--- config.mk ---
export PLATFORM = sky130hd
export DESIGN_NAME = hd_beat_ctrl
export DESIGN_NICKNAME = d
export VERILOG_FILES = /design/src/rtl/hd_pkg.sv /design/src/rtl/hd_key_sync.sv /design/src/rtl/hd_beat_ctrl.sv
export SDC_FILE = /design/constraint.sdc
export NUM_CORES = 1
export LEC_CHECK = 0
export BUFFER_PORTS_ARGS = -buffer_cell sky130_fd_sc_hd__buf_2
export CAP_MARGIN = 20
export CELL_PAD_IN_SITES_DETAIL_PLACEMENT = 1
export CELL_PAD_IN_SITES_GLOBAL_PLACEMENT = 1
export CORE_ASPECT_RATIO = 0.7
export CORE_MARGIN = 2
export CORE_UTILIZATION = 42
export DETAILED_ROUTE_END_ITERATION = 10
export MAX_ROUTING_LAYER = met4
export PLACE_DENSITY_LB_ADDON = 0.1
export SKIP_LAST_GASP = 1
export SYNTH_ARGS = -nofsm -noshare
export SYNTH_HDL_FRONTEND = slang
export SYNTH_SLANG_ARGS = --single-unit
--- constraint.sdc ---
create_clock -name T3 -period 2.1 [get_ports T3]
set_clock_uncertainty 0.05 [all_clocks]
set_input_delay 0.42 -clock T3 [delete_from_list [all_inputs] [get_ports T3]]
set_output_delay 0.42 -clock T3 [all_outputs]
set_load 0.005 [all_outputs]
--- src/rtl/hd_pkg.sv ---
// Shared types and constants for the HD-CPU beat sequencer.
// Beat encodings are the one-hot W patterns that the hardwired controller decodes.
package hd_pkg;

  typedef enum logic [1:0] {
    IDLE = 2'd0,
    B1   = 2'd1,
    B2   = 2'd2,
    B3   = 2'd3
  } state_t;

  localparam logic [2:0] W_NONE = 3'b000;
  localparam logic [2:0] W_B1   = 3'b001;
  localparam logic [2:0] W_B2   = 3'b010;
  localparam logic [2:0] W_B3   = 3'b100;

  localparam int SYNC_STAGES_DEF = 2;
  localparam int CNT_W_DEF       = 16;

  function automatic logic [2:0] beat_of(state_t s);
    logic [2:0] w;
    w = W_NONE;
    case (s)
      B1:      w = W_B1;
      B2:      w = W_B2;
      B3:      w = W_B3;
      default: w = W_NONE;
    endcase
    return w;
  endfunction

endpackage

--- src/rtl/hd_key_sync.sv ---
// Front-panel start key synchroniser with a single-cycle rising-edge pulse.
// A held key produces exactly one pulse; a new press needs the key to drop first.
module hd_key_sync #(
  parameter int SYNC_STAGES = 2
) (
  input  logic t3,
  input  logic clr,
  input  logic qd,
  output logic press
);

  logic [SYNC_STAGES-1:0] sync_q;
  logic                   prev_q;

  always_ff @(posedge t3 or negedge clr) begin
    if (!clr) begin
      sync_q <= '0;
      prev_q <= 1'b0;
    end else begin
      sync_q <= {sync_q[SYNC_STAGES-2:0], qd};
      prev_q <= sync_q[SYNC_STAGES-1];
    end
  end

  assign press = sync_q[SYNC_STAGES-1] & ~prev_q;

endmodule

--- src/rtl/hd_beat_ctrl.sv ---
// Machine-cycle beat sequencer: one-hot W beats, SHORT/LONG/STOP handling,
// console ST0 flag, start/halt from the key, and a completed-cycle counter.
//
// state | meaning
// IDLE  | halted, W=000, waiting for a key press
// B1    | first beat, W=001
// B2    | second beat, W=010
// B3    | third beat (LONG cycles only), W=100
module hd_beat_ctrl
  import hd_pkg::*;
#(
  parameter int SYNC_STAGES = SYNC_STAGES_DEF,
  parameter int CNT_W       = CNT_W_DEF
) (
  input  logic             T3,
  input  logic             CLR,
  input  logic             QD,
  input  logic             STEP,
  input  logic [2:0]       SW,
  input  logic             SHORT,
  input  logic             LONG,
  input  logic             STOP,
  input  logic             SST0,
  output logic [2:0]       W,
  output logic             ST0,
  output logic             RUN,
  output logic [CNT_W-1:0] CYCLES
);

  state_t           state_q, state_d;
  logic             press;
  logic             last_beat;
  logic             halt;
  logic             sw_chg;
  logic             cycle_done;
  logic             st0_q;
  logic [2:0]       sw_q;
  logic [CNT_W-1:0] cycles_q;

  hd_key_sync #(
    .SYNC_STAGES(SYNC_STAGES)
  ) u_key_sync (
    .t3   (T3),
    .clr  (CLR),
    .qd   (QD),
    .press(press)
  );

  assign sw_chg = (SW != sw_q);
  assign halt   = STOP | STEP;

  // SHORT/LONG are re-read in every beat, so a B2 with SHORT set also ends the cycle.
  always_comb begin
    last_beat = 1'b0;
    case (state_q)
      B1:      last_beat = SHORT;
      B2:      last_beat = SHORT | ~LONG;
      B3:      last_beat = 1'b1;
      default: last_beat = 1'b0;
    endcase
  end

  assign cycle_done = last_beat & ~sw_chg;

  always_ff @(posedge T3 or negedge CLR) begin
    if (!CLR) state_q <= IDLE;
    else      state_q <= state_d;
  end

  always_comb begin
    state_d = state_q;
    if (sw_chg) begin
      state_d = IDLE;
    end else begin
      case (state_q)
        IDLE: if (press) state_d = B1;
        B1:   state_d = last_beat ? (halt ? IDLE : B1) : B2;
        B2:   state_d = last_beat ? (halt ? IDLE : B1) : B3;
        B3:   state_d = halt ? IDLE : B1;
        default: state_d = IDLE;
      endcase
    end
  end

  always_comb begin
    W   = W_NONE;
    RUN = 1'b0;
    W   = beat_of(state_q);
    RUN = (state_q != IDLE);
  end

  // A console mode change clears ST0 even if the controller asks to set it.
  always_ff @(posedge T3 or negedge CLR) begin
    if (!CLR) begin
      st0_q <= 1'b0;
      sw_q  <= 3'b000;
    end else begin
      sw_q <= SW;
      if (sw_chg)
        st0_q <= 1'b0;
      else if (SST0 && state_q != IDLE)
        st0_q <= 1'b1;
    end
  end

  always_ff @(posedge T3 or negedge CLR) begin
    if (!CLR)            cycles_q <= '0;
    else if (cycle_done) cycles_q <= cycles_q + CNT_W'(1);
  end

  assign ST0    = st0_q;
  assign CYCLES = cycles_q;

endmodule

==> flow_summary.yaml <==
run_status:
  status: "finished clean"
synthesis:
  synth_cell_type_count: 25
  syn_area_um2: 1130
  synth_top_cell_by_area: "dfrtp_1"
  yosys-top-cells-area: "dfrtp_1 (55%), xnor2_1 (12%), nand4_1 (4.4%)"
  synthArstFlopShare_pct: 100
  ys_warn_count: 0
  netlist_instances: 95
  yosysSeqAreaShare_pct: 55.1
  synth_top_area_share_pct: 55.1
  synth_nets: 107
  synth-edff-count: 0
  netlist_top_cells_count: "dfrtp_1 (25), xnor2_1 (15), nand4_1 (8)"
  syn_area_per_cell_um2: 11.9
  synth.most_common_cell: "dfrtp_1"
  synthFlopType: "dfrtp_1"
  synth_seq_cells: 25
floorplan:
  dieHeight_um: 47.5
  die-area_um2: 3140
  rows: 15
  ios: 32
  die-width_um: 66.1
  fp.coreArea_um2: 2510
  start_util_pct: 45.1
cts:
  ctsHoldBuffers: 0
  clk_latency_ns: 0.27
  clockBufferDepth: 2
  path_clk_slew_ns: 0.08
  cts_setup_buffers: 0
  cts_tree: "yes"
  cts_resized: 0
  clock-sinks: 25
  htreeDepth: 1
  cts_buffers: 3
  root_buffer: "clkbuf_8"
placement:
  place_ws_ns: 0.389
  place.gp.congestion: 0.733
  portBuffers: 31
  dpl_cell_area_um2: 1330
  dp.cells: 160
  dpl.hpwl_um: 1680
final_layout:
  nets: 143
  stdcell_count: 164
  regArea_um2: 626
  antenna_cells: 0
  drive_above_1_share_pct: 32.3
  fillers: 288
  area_delta_synth_final_pct: 21.1
  multiInputGateArea_um2: 494
  final_cell_area_um2: 1370
drt:
  drc: 0
  vias_per_cell: 5.12
  vias: 839
  finalWirelength_um: 2160
  initialDrtViolationCount: 28
  ant_nets: 0
  avgRoutedWirePerCell_um: 13.1
  first_pass_iters: 4
timing:
  max_slew_margin_pct: 63.7
  final_hold_viol_count: 0
  min_period_over_period_pct: 76.6
  drv_slew: 0
  rsz0062_at_grt: "false"
  tightest_slew_ns: 0.545
  hold-worst-slack_ns: 0.0723
  tns_ns: 0
  setup_slack_ns: 0.492
  final.min_clock_period_ns: 1.61
  fmax_ghz: 0.622
  setup_violations: 0
critical_path:
  end_kind: "output port"
  cp.arrival_ns: 1.14
  cp_max_fo: 7
  worstSetupPathType: "reg -> out"
  startpoint_type: "register"
  worstRegToRegCells: 4
  crit_required_ns: 1.63
power:
  leakagePower_nw: 0.665
  ir_worst_vdd_mv: 0.366
  p_per_area_nw_per_um2: 618
grt:
  antenna_found_initial: 0
  grt_max_degree: 26
  overflow: 0
  grt_pass1_wl_um: 3630
  gr-usage-all-layers_pct: 17.0
  grt_pass1_vias: 820
hold_path:
  hp-class: "in -> async"
job:
  cap_violations: 0
## metrics by stage
stage	power (mW)	util (%)
after global placement	0.575	52.8
after detailed placement	0.579	52.8
final	0.850	54.6
after CTS	0.865	54.6
after global routing	0.888	54.6
after floorplan	0.544	-
## layer usage
| metal | share of wire, % | GRT usage, % | up-vias |
|---|---|---|---|
| li1 | - | - | 400 |
| met4 | 2.2 | 10.6 | 0 |
| met3 | 5.9 | 5.18 | 5 |
| met5 | 0 | - | - |
| met2 | 43 | 25.0 | 22 |
| met1 | 49 | 20.8 | 412 |
## state kept, by name, summed over array words and instances (netlist names)
register / flops
CYCLES: 16
u_key_sync.prev_q: 1
state_q: 2
sw_q: 3
ST0: 1
u_key_sync.sync_q: 2
## final timing paths
path / startpoint / endpoint / slack [ns]
hold reg to reg: u_key_sync.sync_q[0] / u_key_sync.sync_q[1] / 0.31
hold / removal: CLR / CYCLES[1] / 0.07
setup reg to reg: state_q[0] / CYCLES[1] / 0.54
max in group asynchronous: CLR / CYCLES[9] / 1.56
setup / recovery: state_q[1] / RUN / 0.49
min in group T3: QD / u_key_sync.sync_q[0] / 0.20
## critical path, stage by stage, from the launching register on
cell	delay [ns]
dfrtp_1	0.46
or2_1	0.28
buf_2	0.13
## report_power, final
group	internal [mW]	switching (mW)
sequential	0.492	0.00932
combinational	0.0270	0.0377
clock	0.136	0.148
total	0.655	0.195
## cell usage in the layout, fill, tap and decap left out, types with 2 or more instances in the layout
cell type	Yosys	routed
a21oi_1	3	3
nand2_1	4	4
xor2_1	3	3
nor2_1	5	5
nor2b_1	3	3
xnor2_1	15	15
and3_1	2	2
nor3_4	3	3
buf_2	0	31
dfrtp_1	25	25
nand3_1	7	7
nand4_1	8	8
clkbuf_8	0	3
and2_1	4	4
## logic make-up after synthesis
group	synth area share (%)
adders and majority gates	1.10
xor gates and xnor gates	13.9
and+or+nand+nor	25.0
DFF	55.1
buffers and inverters	1.32
AOI/OAI and AO/OA	2.54
muxes	0.992
## cell type report
class	instances	area share (%)
Clock buffer	4	3.28
Inverter	1	0.273
Multi-Input combinational cell	68	36.0
Sequential cell	25	45.5
Tap cell	34	3.10
Timing Repair Buffer	32	11.8
No activity file was read; power rests on OpenSTA's default activity.
